--- src/rtl/alu_pkg.sv ---
// Shared definitions for the register-file/ALU execute unit:
// opcodes, flag bit positions, FSM encoding and overflow helpers.
package alu_pkg;

   localparam logic [7:0] OP_AND  = 8'h01;
   localparam logic [7:0] OP_OR   = 8'h02;
   localparam logic [7:0] OP_XOR  = 8'h03;
   localparam logic [7:0] OP_ADD  = 8'h05;
   localparam logic [7:0] OP_ADDC = 8'h07;
   localparam logic [7:0] OP_SUB  = 8'h09;
   localparam logic [7:0] OP_CMP  = 8'h0B;
   localparam logic [7:0] OP_MOV  = 8'h0D;
   localparam logic [7:0] OP_MUL  = 8'h0E;
   localparam logic [7:0] OP_LSH  = 8'h84;

   localparam int FLAG_C = 4;
   localparam int FLAG_L = 3;
   localparam int FLAG_F = 2;
   localparam int FLAG_Z = 1;
   localparam int FLAG_N = 0;

   typedef enum logic [1:0] {
      ST_IDLE = 2'd0,
      ST_BUSY = 2'd1,
      ST_DONE = 2'd2
   } state_t;

   function automatic logic add_ovf(input logic a_msb, input logic b_msb, input logic r_msb);
      return (a_msb == b_msb) && (r_msb != a_msb);
   endfunction

   function automatic logic sub_ovf(input logic a_msb, input logic b_msb, input logic r_msb);
      return (a_msb != b_msb) && (r_msb != a_msb);
   endfunction

endpackage

--- src/rtl/alu_regfile_pipe_if.sv ---
// Issue/result bus of the execute unit; the controller is the master,
// the execute unit the slave.
interface alu_regfile_pipe_if #(
   parameter int DATA_W   = 16,
   parameter int NUM_REGS = 16
);
   localparam int SEL_W = $clog2(NUM_REGS);

   logic              in_valid;
   logic              in_ready;
   logic [SEL_W-1:0]  A_Sel;
   logic [SEL_W-1:0]  B_Sel;
   logic [SEL_W-1:0]  Dest_Sel;
   logic              Imm_Sel;
   logic [DATA_W-1:0] Immediate;
   logic [7:0]        OP;
   logic              cin;
   logic              Write_Enable;
   logic              Flags_Enable;
   logic              out_valid;
   logic              out_ready;
   logic [DATA_W-1:0] ALU_Out_Bus;
   logic [SEL_W-1:0]  Out_Dest;
   logic [4:0]        Flag_Reg_Output;

   modport master (
      output in_valid, A_Sel, B_Sel, Dest_Sel, Imm_Sel, Immediate, OP, cin,
             Write_Enable, Flags_Enable, out_ready,
      input  in_ready, out_valid, ALU_Out_Bus, Out_Dest, Flag_Reg_Output
   );

   modport slave (
      input  in_valid, A_Sel, B_Sel, Dest_Sel, Imm_Sel, Immediate, OP, cin,
             Write_Enable, Flags_Enable, out_ready,
      output in_ready, out_valid, ALU_Out_Bus, Out_Dest, Flag_Reg_Output
   );
endinterface

--- src/rtl/reg_bank_param.sv ---
// NUM_REGS x DATA_W register bank: one synchronous write port,
// two combinational read ports, cleared by the asynchronous reset.
module reg_bank_param #(
   parameter int DATA_W   = 16,
   parameter int NUM_REGS = 16
) (
   input  logic                        clk,
   input  logic                        Reset,
   input  logic                        i_we,
   input  logic [$clog2(NUM_REGS)-1:0] i_waddr,
   input  logic [DATA_W-1:0]           i_wdata,
   input  logic [$clog2(NUM_REGS)-1:0] i_raddr_a,
   input  logic [$clog2(NUM_REGS)-1:0] i_raddr_b,
   output logic [DATA_W-1:0]           o_rdata_a,
   output logic [DATA_W-1:0]           o_rdata_b
);
   logic [DATA_W-1:0] r_mem [NUM_REGS];

   // Register storage with single write port
   always_ff @(posedge clk or negedge Reset) begin
      if (!Reset) begin
         for (int i = 0; i < NUM_REGS; i++) begin
            r_mem[i] <= '0;
         end
      end else if (i_we) begin
         r_mem[i_waddr] <= i_wdata;
      end
   end

   assign o_rdata_a = r_mem[i_raddr_a];
   assign o_rdata_b = r_mem[i_raddr_b];
endmodule

--- src/rtl/alu_regfile_pipe.sv ---
// Execute unit: register bank + ALU with valid/ready issue, registered
// result stage, 5-bit flag register and a shift-add multiplier.
module alu_regfile_pipe
   import alu_pkg::*;
#(
   parameter int DATA_W   = 16,
   parameter int NUM_REGS = 16
) (
   input logic               clk,
   input logic               Reset,
   alu_regfile_pipe_if.slave bus
);
   localparam int SEL_W = $clog2(NUM_REGS);
   localparam int SH_W  = $clog2(DATA_W);
   localparam int CNT_W = SH_W + 1;

   state_t            r_state;
   state_t            w_state_next;
   logic [DATA_W-1:0] r_alu_out;
   logic [SEL_W-1:0]  r_out_dest;
   logic [4:0]        r_flags;
   logic [DATA_W-1:0] r_mul_a;
   logic [DATA_W-1:0] r_mul_b;
   logic [DATA_W-1:0] r_mul_acc;
   logic [CNT_W-1:0]  r_count;
   logic [SEL_W-1:0]  r_mul_dest;
   logic              r_mul_we;
   logic              r_mul_fe;

   logic              w_in_ready;
   logic              w_accept;
   logic              w_is_mul;
   logic              w_mul_done;
   logic [DATA_W-1:0] w_rd_a;
   logic [DATA_W-1:0] w_rd_b;
   logic [DATA_W-1:0] w_opa;
   logic [DATA_W-1:0] w_opb;
   logic [DATA_W:0]   w_sum;
   logic [DATA_W:0]   w_diff;
   logic [SH_W-1:0]   w_shamt_l;
   logic [SH_W-1:0]   w_shamt_r;
   logic              w_cin;
   logic [DATA_W-1:0] w_result;
   logic [4:0]        w_flags_next;
   logic              w_op_known;
   logic              w_op_wb;
   logic              w_set_zn;
   logic              w_rf_we;
   logic [SEL_W-1:0]  w_rf_waddr;
   logic [DATA_W-1:0] w_rf_wdata;
   logic              w_flag_we;
   logic [4:0]        w_flag_val;
   logic              w_out_load;
   logic [DATA_W-1:0] w_out_data;

   reg_bank_param #(
      .DATA_W   (DATA_W),
      .NUM_REGS (NUM_REGS)
   ) u_reg_bank (
      .clk       (clk),
      .Reset     (Reset),
      .i_we      (w_rf_we),
      .i_waddr   (w_rf_waddr),
      .i_wdata   (w_rf_wdata),
      .i_raddr_a (bus.A_Sel),
      .i_raddr_b (bus.B_Sel),
      .o_rdata_a (w_rd_a),
      .o_rdata_b (w_rd_b)
   );

   assign w_in_ready = (r_state == ST_IDLE) || ((r_state == ST_DONE) && bus.out_ready);
   assign w_accept   = bus.in_valid && w_in_ready;
   assign w_is_mul   = (bus.OP == OP_MUL);
   assign w_mul_done = (r_state == ST_BUSY) && (r_count == CNT_W'(DATA_W));

   assign w_opa     = w_rd_a;
   assign w_opb     = bus.Imm_Sel ? bus.Immediate : w_rd_b;
   assign w_cin     = (bus.OP == OP_ADDC) ? bus.cin : 1'b0;
   assign w_sum     = {1'b0, w_opa} + {1'b0, w_opb} + (DATA_W+1)'(w_cin);
   assign w_diff    = {1'b0, w_opa} - {1'b0, w_opb};
   assign w_shamt_l = w_opb[SH_W-1:0];
   // Low bits of -B equal the negation of B's low bits, so no full-width negate is needed
   assign w_shamt_r = {SH_W{1'b0}} - w_opb[SH_W-1:0];

   // Single-cycle ALU result and candidate flag value
   always_comb begin
      w_result     = '0;
      w_flags_next = r_flags;
      w_op_known   = 1'b1;
      w_op_wb      = 1'b1;
      w_set_zn     = 1'b1;
      case (bus.OP)
         OP_AND: w_result = w_opa & w_opb;
         OP_OR:  w_result = w_opa | w_opb;
         OP_XOR: w_result = w_opa ^ w_opb;
         OP_MOV: w_result = w_opb;
         OP_ADD, OP_ADDC: begin
            w_result             = w_sum[DATA_W-1:0];
            w_flags_next[FLAG_C] = w_sum[DATA_W];
            w_flags_next[FLAG_F] = add_ovf(w_opa[DATA_W-1], w_opb[DATA_W-1], w_sum[DATA_W-1]);
         end
         OP_SUB: begin
            w_result             = w_diff[DATA_W-1:0];
            w_flags_next[FLAG_C] = w_diff[DATA_W];
            w_flags_next[FLAG_F] = sub_ovf(w_opa[DATA_W-1], w_opb[DATA_W-1], w_diff[DATA_W-1]);
         end
         OP_CMP: begin
            w_result             = w_diff[DATA_W-1:0];
            w_op_wb              = 1'b0;
            w_set_zn             = 1'b0;
            w_flags_next[FLAG_L] = (w_opa < w_opb);
            w_flags_next[FLAG_N] = ($signed(w_opa) < $signed(w_opb));
            w_flags_next[FLAG_Z] = (w_opa == w_opb);
         end
         OP_LSH: w_result = w_opb[DATA_W-1] ? (w_opa >> w_shamt_r) : (w_opa << w_shamt_l);
         OP_MUL: w_result = '0;
         default: begin
            w_op_known = 1'b0;
            w_op_wb    = 1'b0;
            w_set_zn   = 1'b0;
         end
      endcase
      w_flags_next[FLAG_Z] = w_set_zn ? (w_result == '0) : w_flags_next[FLAG_Z];
      w_flags_next[FLAG_N] = w_set_zn ? w_result[DATA_W-1] : w_flags_next[FLAG_N];
   end

   // FSM state register
   always_ff @(posedge clk or negedge Reset) begin
      if (!Reset) begin
         r_state <= ST_IDLE;
      end else begin
         r_state <= w_state_next;
      end
   end

   // FSM next-state logic
   always_comb begin
      w_state_next = r_state;
      case (r_state)
         ST_IDLE: begin
            if (w_accept) begin
               w_state_next = w_is_mul ? ST_BUSY : ST_DONE;
            end else begin
               w_state_next = ST_IDLE;
            end
         end
         ST_BUSY: begin
            if (w_mul_done) begin
               w_state_next = ST_DONE;
            end else begin
               w_state_next = ST_BUSY;
            end
         end
         ST_DONE: begin
            if (w_accept) begin
               w_state_next = w_is_mul ? ST_BUSY : ST_DONE;
            end else if (bus.out_ready) begin
               w_state_next = ST_IDLE;
            end else begin
               w_state_next = ST_DONE;
            end
         end
         default: w_state_next = ST_IDLE;
      endcase
   end

   // FSM outputs: write-back, flag and result-stage load controls
   always_comb begin
      w_rf_we    = 1'b0;
      w_rf_waddr = '0;
      w_rf_wdata = '0;
      w_flag_we  = 1'b0;
      w_flag_val = r_flags;
      w_out_load = 1'b0;
      w_out_data = '0;
      if (w_mul_done) begin
         w_rf_we            = r_mul_we;
         w_rf_waddr         = r_mul_dest;
         w_rf_wdata         = r_mul_acc;
         w_flag_we          = r_mul_fe;
         w_flag_val[FLAG_Z] = (r_mul_acc == '0);
         w_flag_val[FLAG_N] = r_mul_acc[DATA_W-1];
         w_out_load         = 1'b1;
         w_out_data         = r_mul_acc;
      end else if (w_accept && !w_is_mul) begin
         w_rf_we    = bus.Write_Enable && w_op_wb;
         w_rf_waddr = bus.Dest_Sel;
         w_rf_wdata = w_result;
         w_flag_we  = bus.Flags_Enable && w_op_known;
         w_flag_val = w_flags_next;
         w_out_load = 1'b1;
         w_out_data = w_result;
      end else begin
         w_out_load = 1'b0;
      end
   end

   // Result stage and flag register
   always_ff @(posedge clk or negedge Reset) begin
      if (!Reset) begin
         r_alu_out  <= '0;
         r_out_dest <= '0;
         r_flags    <= 5'b00000;
      end else begin
         if (w_out_load) begin
            r_alu_out <= w_out_data;
         end
         if (w_accept) begin
            r_out_dest <= bus.Dest_Sel;
         end
         if (w_flag_we) begin
            r_flags <= w_flag_val;
         end
      end
   end

   // Shift-add multiplier: one multiplier bit per BUSY edge, LSB first
   always_ff @(posedge clk or negedge Reset) begin
      if (!Reset) begin
         r_mul_a    <= '0;
         r_mul_b    <= '0;
         r_mul_acc  <= '0;
         r_count    <= '0;
         r_mul_dest <= '0;
         r_mul_we   <= 1'b0;
         r_mul_fe   <= 1'b0;
      end else if (w_accept && w_is_mul) begin
         r_mul_a    <= w_opa;
         r_mul_b    <= w_opb;
         r_mul_acc  <= '0;
         r_count    <= '0;
         r_mul_dest <= bus.Dest_Sel;
         r_mul_we   <= bus.Write_Enable;
         r_mul_fe   <= bus.Flags_Enable;
      end else if ((r_state == ST_BUSY) && !w_mul_done) begin
         if (r_mul_b[0]) begin
            r_mul_acc <= r_mul_acc + r_mul_a;
         end
         r_mul_a <= r_mul_a << 1;
         r_mul_b <= r_mul_b >> 1;
         r_count <= r_count + CNT_W'(1);
      end
   end

   assign bus.in_ready        = w_in_ready;
   assign bus.out_valid       = (r_state == ST_DONE);
   assign bus.ALU_Out_Bus     = r_alu_out;
   assign bus.Out_Dest        = r_out_dest;
   assign bus.Flag_Reg_Output = r_flags;
endmodule

--- src/flat_wrapper.sv ---
// flat-port wrapper written by rule: the top's interface ports become plain ports
module alu_regfile_pipe_flat import alu_pkg::*;
#(
   parameter int DATA_W   = 16,
   parameter int NUM_REGS = 16
)
  (clk, Reset, bus_in_valid, bus_A_Sel, bus_B_Sel, bus_Dest_Sel, bus_Imm_Sel, bus_Immediate, bus_OP, bus_cin, bus_Write_Enable, bus_Flags_Enable, bus_out_ready, bus_in_ready, bus_out_valid, bus_ALU_Out_Bus, bus_Out_Dest, bus_Flag_Reg_Output);
  alu_regfile_pipe_if #(.DATA_W(DATA_W), .NUM_REGS(NUM_REGS)) bus_i ();
  input logic clk;
  input logic Reset;
  input wire logic [$bits(bus_i.in_valid)-1:0] bus_in_valid;
  input wire logic [$bits(bus_i.A_Sel)-1:0] bus_A_Sel;
  input wire logic [$bits(bus_i.B_Sel)-1:0] bus_B_Sel;
  input wire logic [$bits(bus_i.Dest_Sel)-1:0] bus_Dest_Sel;
  input wire logic [$bits(bus_i.Imm_Sel)-1:0] bus_Imm_Sel;
  input wire logic [$bits(bus_i.Immediate)-1:0] bus_Immediate;
  input wire logic [$bits(bus_i.OP)-1:0] bus_OP;
  input wire logic [$bits(bus_i.cin)-1:0] bus_cin;
  input wire logic [$bits(bus_i.Write_Enable)-1:0] bus_Write_Enable;
  input wire logic [$bits(bus_i.Flags_Enable)-1:0] bus_Flags_Enable;
  input wire logic [$bits(bus_i.out_ready)-1:0] bus_out_ready;
  output wire logic [$bits(bus_i.in_ready)-1:0] bus_in_ready;
  output wire logic [$bits(bus_i.out_valid)-1:0] bus_out_valid;
  output wire logic [$bits(bus_i.ALU_Out_Bus)-1:0] bus_ALU_Out_Bus;
  output wire logic [$bits(bus_i.Out_Dest)-1:0] bus_Out_Dest;
  output wire logic [$bits(bus_i.Flag_Reg_Output)-1:0] bus_Flag_Reg_Output;
  assign bus_i.in_valid = bus_in_valid;
  assign bus_i.A_Sel = bus_A_Sel;
  assign bus_i.B_Sel = bus_B_Sel;
  assign bus_i.Dest_Sel = bus_Dest_Sel;
  assign bus_i.Imm_Sel = bus_Imm_Sel;
  assign bus_i.Immediate = bus_Immediate;
  assign bus_i.OP = bus_OP;
  assign bus_i.cin = bus_cin;
  assign bus_i.Write_Enable = bus_Write_Enable;
  assign bus_i.Flags_Enable = bus_Flags_Enable;
  assign bus_i.out_ready = bus_out_ready;
  assign bus_in_ready = bus_i.in_ready;
  assign bus_out_valid = bus_i.out_valid;
  assign bus_ALU_Out_Bus = bus_i.ALU_Out_Bus;
  assign bus_Out_Dest = bus_i.Out_Dest;
  assign bus_Flag_Reg_Output = bus_i.Flag_Reg_Output;
  alu_regfile_pipe #(.DATA_W(DATA_W), .NUM_REGS(NUM_REGS)) u_core (.clk(clk), .Reset(Reset), .bus(bus_i));
endmodule
--- config.mk ---
export PLATFORM = sky130hd
export DESIGN_NAME = alu_regfile_pipe_flat
export DESIGN_NICKNAME = d
export VERILOG_FILES = /design/src/rtl/alu_pkg.sv /design/src/rtl/alu_regfile_pipe_if.sv /design/src/rtl/reg_bank_param.sv /design/src/rtl/alu_regfile_pipe.sv /design/src/flat_wrapper.sv
export SDC_FILE = /design/constraint.sdc
export NUM_CORES = 1
export LEC_CHECK = 0
export BUFFER_PORTS_ARGS = -buffer_cell sky130_fd_sc_hd__buf_2
export CORE_ASPECT_RATIO = 1.75
export CORE_MARGIN = 2
export CORE_UTILIZATION = 40
export DETAILED_ROUTE_END_ITERATION = 10
export PLACE_DENSITY = 0.65
export SLEW_MARGIN = 5
export SYNTH_ARGS = -nofsm -noshare
export SYNTH_HDL_FRONTEND = slang
export SYNTH_SLANG_ARGS = --single-unit
--- constraint.sdc ---
create_clock -name clk -period 15.6 [get_ports clk]
set_input_delay 4.68 -clock clk [delete_from_list [all_inputs] [get_ports clk]]
set_output_delay 4.68 -clock clk [all_outputs]
set_load 0.05 [all_outputs]
# Word level (Yosys, flattened, before mapping)
# Index checks and enable logic that the tools add are counted.
[totals]
register_bits = 342
input_bits = 44
word_cells = 145
[op_classes]
n_addsub = 6
order_cmp = 6
eq_ne = 18
n_shift = 2
n_mux = 47
bitwise_logic = 7
reduce_logical = 30
[ops]
columns = ["operator", "count"]
rows = [
  ["$bwmux W256", 1],
  ["$mux W16", 16],
  ["$bmux W16 S4", 2],
  ["$pmux W16 S7", 1],
  ["$demux W16 S4", 1],
  ["$eq A8 B4 Y1 const B", 4],
  ["$logic_not A16 Y1", 2],
  ["$lt A16 B16 Y1", 2],
  ["$add A16 B16 Y17", 1],
  ["$add A17 B1 Y17", 1],
  ["$sub A16 B16 Y17", 1],
  ["$add A16 B16 Y16", 1],
  ["$and A16 B16 Y16", 1],
  ["$eq A16 B16 Y1", 1],
  ["$eq A8 B2 Y1 const B", 2],
  ["$eq A8 B3 Y1 const B", 2],
  ["$mux W2", 8],
  ["$or A16 B16 Y16", 1],
  ["$shl A16 B4 Y16", 1],
  ["$shr A16 B4 Y16", 1],
  ["$xor A16 B16 Y16", 1],
  ["$ge A5 B5 Y1 const B", 3],
  ["$not A4 Y5", 3],
  ["$logic_and A1 B1 Y1", 11],
  ["27 further kinds", 48],
]

# Longest topological paths before layout
[logic_depth]
depth_word = 13
ltp_mapped = 25
depth_no_buf = 20

# Cells and area by module
# A second synthesis with hierarchy kept.
[unflattened]
cells_unflattened = 1959
hier_area_um2 = 22501.6
[by_module_without_submodules]
columns = ["mod", "instances", "cells_each", "area_per_inst_um2", "seq_area_each_um2"]
rows = [
  ["reg_bank_param", 1, 849, 13470.4, 6406.1],
  ["alu_regfile_pipe", 1, 1110, 9031.2, 2152.1],
]

# Least setup slack after synthesis
# Ideal clock, no wire load.
[synth_path]
path_kind = "input -> register"
start = "input bus_B_Sel[0]"
end = "register u_core.u_reg_bank.r_mem[95] in the netlist's numbering"
setup_ns = 0.137
arrival_time_ns = 10.080
required_ns = 15.463
setup_slack_ns = 5.383
cell_stages = 22
cell_sequence = "buf_2 > buf_2 > buf_2 > buf_2 > mux4_2 > mux4_2 > mux2_2 > inv_1 > ha_1 > clkbuf_1 > a21o_1 > or2_2 > a21oi_1 > o311ai_0 > a21o_1 > a221o_1 > a2bb2oi_1 > a21oi_1 > nor4b_2 > a2bb2oi_1 > buf_2 > a21oi_1"
[synth_between]
elab_chain_cells = 12
word_cells_on_any_way = 19
classes_between = "add/sub (4); shift (2); mux (9); bitwise (4)"
[synth_lines]
columns = ["item", "line_no", "rtl"]
rows = [
  ["from (decl)", "flat_wrapper.sv:13", "input wire logic [$bits(bus_i.B_Sel)-1:0] bus_B_Sel;"],
  ["$not A4 Y5 (implied by the code) (*)", "reg_bank_param.sv:31", "assign o_rdata_b = r_mem[i_raddr_b];"],
  ["$bmux W16 S4 (*)", "reg_bank_param.sv:31", ""],
  ["$mux W16 (implied by the code) (*) (2 in series)", "reg_bank_param.sv:31", ""],
  ["$mux W16 (*)", "alu_regfile_pipe.sv:77", "assign w_opb = bus.Imm_Sel ? bus.Immediate : w_rd_b;"],
  ["branches (longest 3 deep; another with $add A16 B16 Y17)", "n/a", ""],
  ["$pmux W16 S7 (*)", "alu_regfile_pipe.sv:92", "case (bus.OP)"],
  ["$mux W16 (*)", "alu_regfile_pipe.sv:185", "end else if (w_accept && !w_is_mul) begin"],
  ["$mux W16 (*)", "alu_regfile_pipe.sv:176", "if (w_mul_done) begin"],
  ["$bwmux W256 (*)", "reg_bank_param.sv:26", "r_mem[i_waddr] <= i_wdata;"],
  ["to (signal, indexed assignment)", "reg_bank_param.sv:26", ""],
  ["to (decl)", "reg_bank_param.sv:17", "logic [DATA_W-1:0] r_mem [NUM_REGS];"],
]
# Mark *: on every way between the ends. The select of a mux whose other input is x is not followed.
# A chain may end at the register's enable or synchronous reset.

# Worst setup path after layout
[layout_path]
start = "input bus_B_Sel[2]"
end = "register u_core.u_reg_bank.r_mem[254] in the netlist's numbering"
# The elaborated chain is that of the path after synthesis.

==> metrics <==
CP bufs+invs 5; Setup Total Neg Slack 0 ps; area leader, netlist dfrtp_1; GRT Util Overall 0.2753; Startpoint Class input pin; run status completed; met3 WL 4555 um; row cnt 112; Core Area 53,390 um2; syn nets 2,282; CTS resizes 0; number of global-route vias before repair 18,580; number of buffers created by CTS 34; Gate Count Post-Synth 2,165; MaxCap Viol Count 0; Sequential Area 8558 um2; die height 312.0 um; Hold Violations, Final 0; Synth Register Bits 342; critical path, cell by cell buf_2 > buf_4 > nor2b_1 > a22oi_1 > a32oi_1 > and2_1 > buf_4 > inv_2 > fa_1 > nand2b_1 > a221oi_1 > o31ai_1 > o31ai_1 > a221oi_1 > o21bai_1 > a21o_1 > a221oi_1 > o211ai_1 > a22oi_1 > buf_4 > o21ai_0; CTS Sinks 342; vias 18,050; Nets 2,276; Clock Tree Root clkbuf_16; Worst IR Drop VDD 0.08224 mV; Hold Crit Class flop to flop; clk_lat worst skew 560 ps; worst-path fanout max 27; initial core utilization 0.4060; final wirelength 77,820 um; die area 56,150 um2; DP HPWL 54,670 um; Worst path slowest cell a32oi_1; number of antenna violations at the first check in global routing 4; worst setup margin 4875 ps; Avg Vias per Cell 6.294; Leak Pwr 10.47 nW; Place WS 4388 ps; actual slew at the worst max-slew pin 1395 ps; final worst path period share 0.6875; mean post-synth cell area 10.01 um2; Pre-Repair DR Iteration Count 6; Finish-stage setup viols 0; critical path type input pin to flop; port bufs 70; delay-heaviest family, CP compound AO/OA/AOI/OAI gates; RR Startpoint u_core.u_reg_bank.r_mem[81]$_DFFE_PN0P_; largest stage delay on the critical path 1050 ps; Reg2Reg Setup Slack 9320 ps; Metal-1 WL 26,600 um; Max Transition Viols Final 0; Worst R2R End u_core.u_reg_bank.r_mem[254]$_DFFE_PN0P_; most frequent cell after synthesis dfrtp_1; Min-Delay Startpoint u_core.bus.ALU_Out_Bus[0]$_DFFE_PN0N_; Routed WL per cell 27.13 um; first-pass GRT wire length 116,500 um; Post-CTS Setup Bufs 0; Synth top area share 0.3948; total grt overflow 0; Seq/Total Area, Yosys 0.3948; RSZ-0062 raised after global routing no; CP Capture Type flop; asr flop ratio synth 1.000; Final min period 10,730 ps; PD cells 88.00 nW/um2; clk_skew 33.61 ps; reg2reg path depth 19; synth cell count leaders 342 x dfrtp_1, 240 x nor2_1, 221 x a21oi_1, 216 x nand2_1, 159 x o21ai_0; Hold Path Cell Cnt 2; post-cts hold buffer count 0; Fillers 4,965; fin area 23,800 um2; clk buf depth 3; Die W 180.0 um; met2 wire length 39,220 um; Detail Route Antenna Nets 0; Area growth, synth to finish 9.772%; htree depth 2; Post-synth EDFFs 0; synth warn 0; DRT iter0 DRCs 1,550; num ports 71; ANT cells 0; # DRC 0; area of the multi-input gates 12,200 um2; Fmax 93.24 MHz; CP arrival 11,110 ps; Required @ worst endpoint 15,990 ps; area post-placement 22,650 um2; Top Layer Used met5; largest net degree at the start of global routing 115; worst hold endpoint u_core.bus.ALU_Out_Bus[0]$_DFFE_PN0N_; Cell Area, Synth 21,680 um2; routability cong. 1.004; synth top area cells dfrtp_1 39%, mux4_2 15%, a21oi_1 5.1%, mux2i_1 4.4%, nor2_1 4.2%; CTS tree yes; Worst-path clk slew 60 ps; utilization after layout 0.4457; Primary FF master, synth dfrtp_1; Synth cell types 84; ratio of cells with drive above 1 in the final layout 0.1882; max_slew headroom 0.06997; Pwr Total 2.094 mW
==> flip-flops by register name, summed over array words and instances (netlist names), 4 cells and up <==
register / count
u_core.r_mul_b: 16
u_core.bus.ALU_Out_Bus: 16
u_core.r_mul_dest: 4
u_core.u_reg_bank.r_mem: 256
u_core.r_mul_acc: 16
u_core.bus.Out_Dest: 4
u_core.r_count: 5
u_core.bus.Flag_Reg_Output: 5
u_core.r_mul_a: 16
==> worst max path at each step <==
| stage | from | to | slack [ps] | depth (start not counted) |
|---|---|---|---|---|
| 2_1_floorplan | bus_B_Sel[0] | u_core.u_reg_bank.r_mem[95]$_DFFE_PN0P_ | 5380 | 22 |
| 3_3_place_gp | bus_A_Sel[0] | u_core.u_reg_bank.r_mem[254]$_DFFE_PN0P_ | 4510 | 18 |
| 3_5_place_dp | bus_A_Sel[0] | u_core.u_reg_bank.r_mem[254]$_DFFE_PN0P_ | 4390 | 18 |
| 4_1_cts | bus_A_Sel[0] | u_core.u_reg_bank.r_mem[254]$_DFFE_PN0P_ | 4920 | 18 |
| 5_1_grt | bus_B_Sel[2] | u_core.u_reg_bank.r_mem[127]$_DFFE_PN0P_ | 4560 | 21 |
| 6_report | bus_B_Sel[2] | u_core.u_reg_bank.r_mem[254]$_DFFE_PN0P_ | 4870 | 21 |
==> stage by stage <==
step | hold WS (ps) | std cells
after CTS | 481.2 | 2867
after global routing | 510.7 | 2868
after detailed placement | 467.2 | 2806
after global placement | 458.7 | 2806
final | 477.7 | 2868
after floorplan | 445.5 | 2165
==> cell type report <==
class | count | area share
Multi-Input combinational cell | 1589 | 0.5125
Timing Repair Buffer | 129 | 0.03407
Clock inverter | 16 | 0.009096
Sequential cell | 342 | 0.3596
Clock buffer | 45 | 0.03875
Inverter | 63 | 0.009937
Tap cell | 684 | 0.03596
==> cell usage in the layout (no fill, tap or decap), drive strengths merged, types with 10 or more instances in the layout <==
cell | netlist | final
dfrtp | 342 | 342
a211oi | 16 | 16
nor2b | 21 | 21
mux2 | 51 | 51
o21ai | 160 | 160
inv | 63 | 63
ha | 69 | 69
mux4 | 140 | 140
a21oi | 222 | 222
buf | 52 | 129
nand2 | 216 | 216
xor2 | 10 | 10
a221oi | 15 | 15
o22ai | 15 | 15
nor3 | 12 | 12
o31ai | 13 | 13
a22oi | 56 | 56
a21o | 22 | 22
clkbuf | 119 | 45
nor2 | 240 | 240
mux2i | 95 | 95
nand3 | 47 | 47
==> worst reg2reg max path: cells and delay by family, from the launching register on <==
family / cells / cell delay (ps)
mux: 1 / 180
compound gates: 12 / 3830
buf+inv: 3 / 860
fa+ha+maj: 1 / 480
flops: 1 / 400
simple gates: 2 / 390
==> where the power goes <==
group          total, mW  internal, mW  switching, mW  leakage [nW]
Combinational      0.310         0.102          0.207          5.35
Sequential         0.932         0.909         0.0232          4.57
Clock              0.852         0.475          0.377         0.542
==> metal layers <==
layer / up-vias / track usage
li1: 7913 / -
met1: 9000 / 0.2947
met2: 820 / 0.4785
met3: 314 / 0.04230
met4: 4 / 0.2267
met5: - / 0
==> cell families (layout without fill, tap and decap cells) <==
family	Yosys count	count (layout)	share of synthesized area
AO/OA/AOI/OAI	608	608	0.1719
XOR/XNOR	19	19	0.008542
adder cells (fa/ha/maj)	73	73	0.04352
buffers and inverters	234	253	0.04496
flip-flops	342	342	0.3948
multiplexers	286	286	0.2158
AND/OR/NAND/NOR	603	603	0.1205
Note: power is estimated with default switching activity, not from simulation.
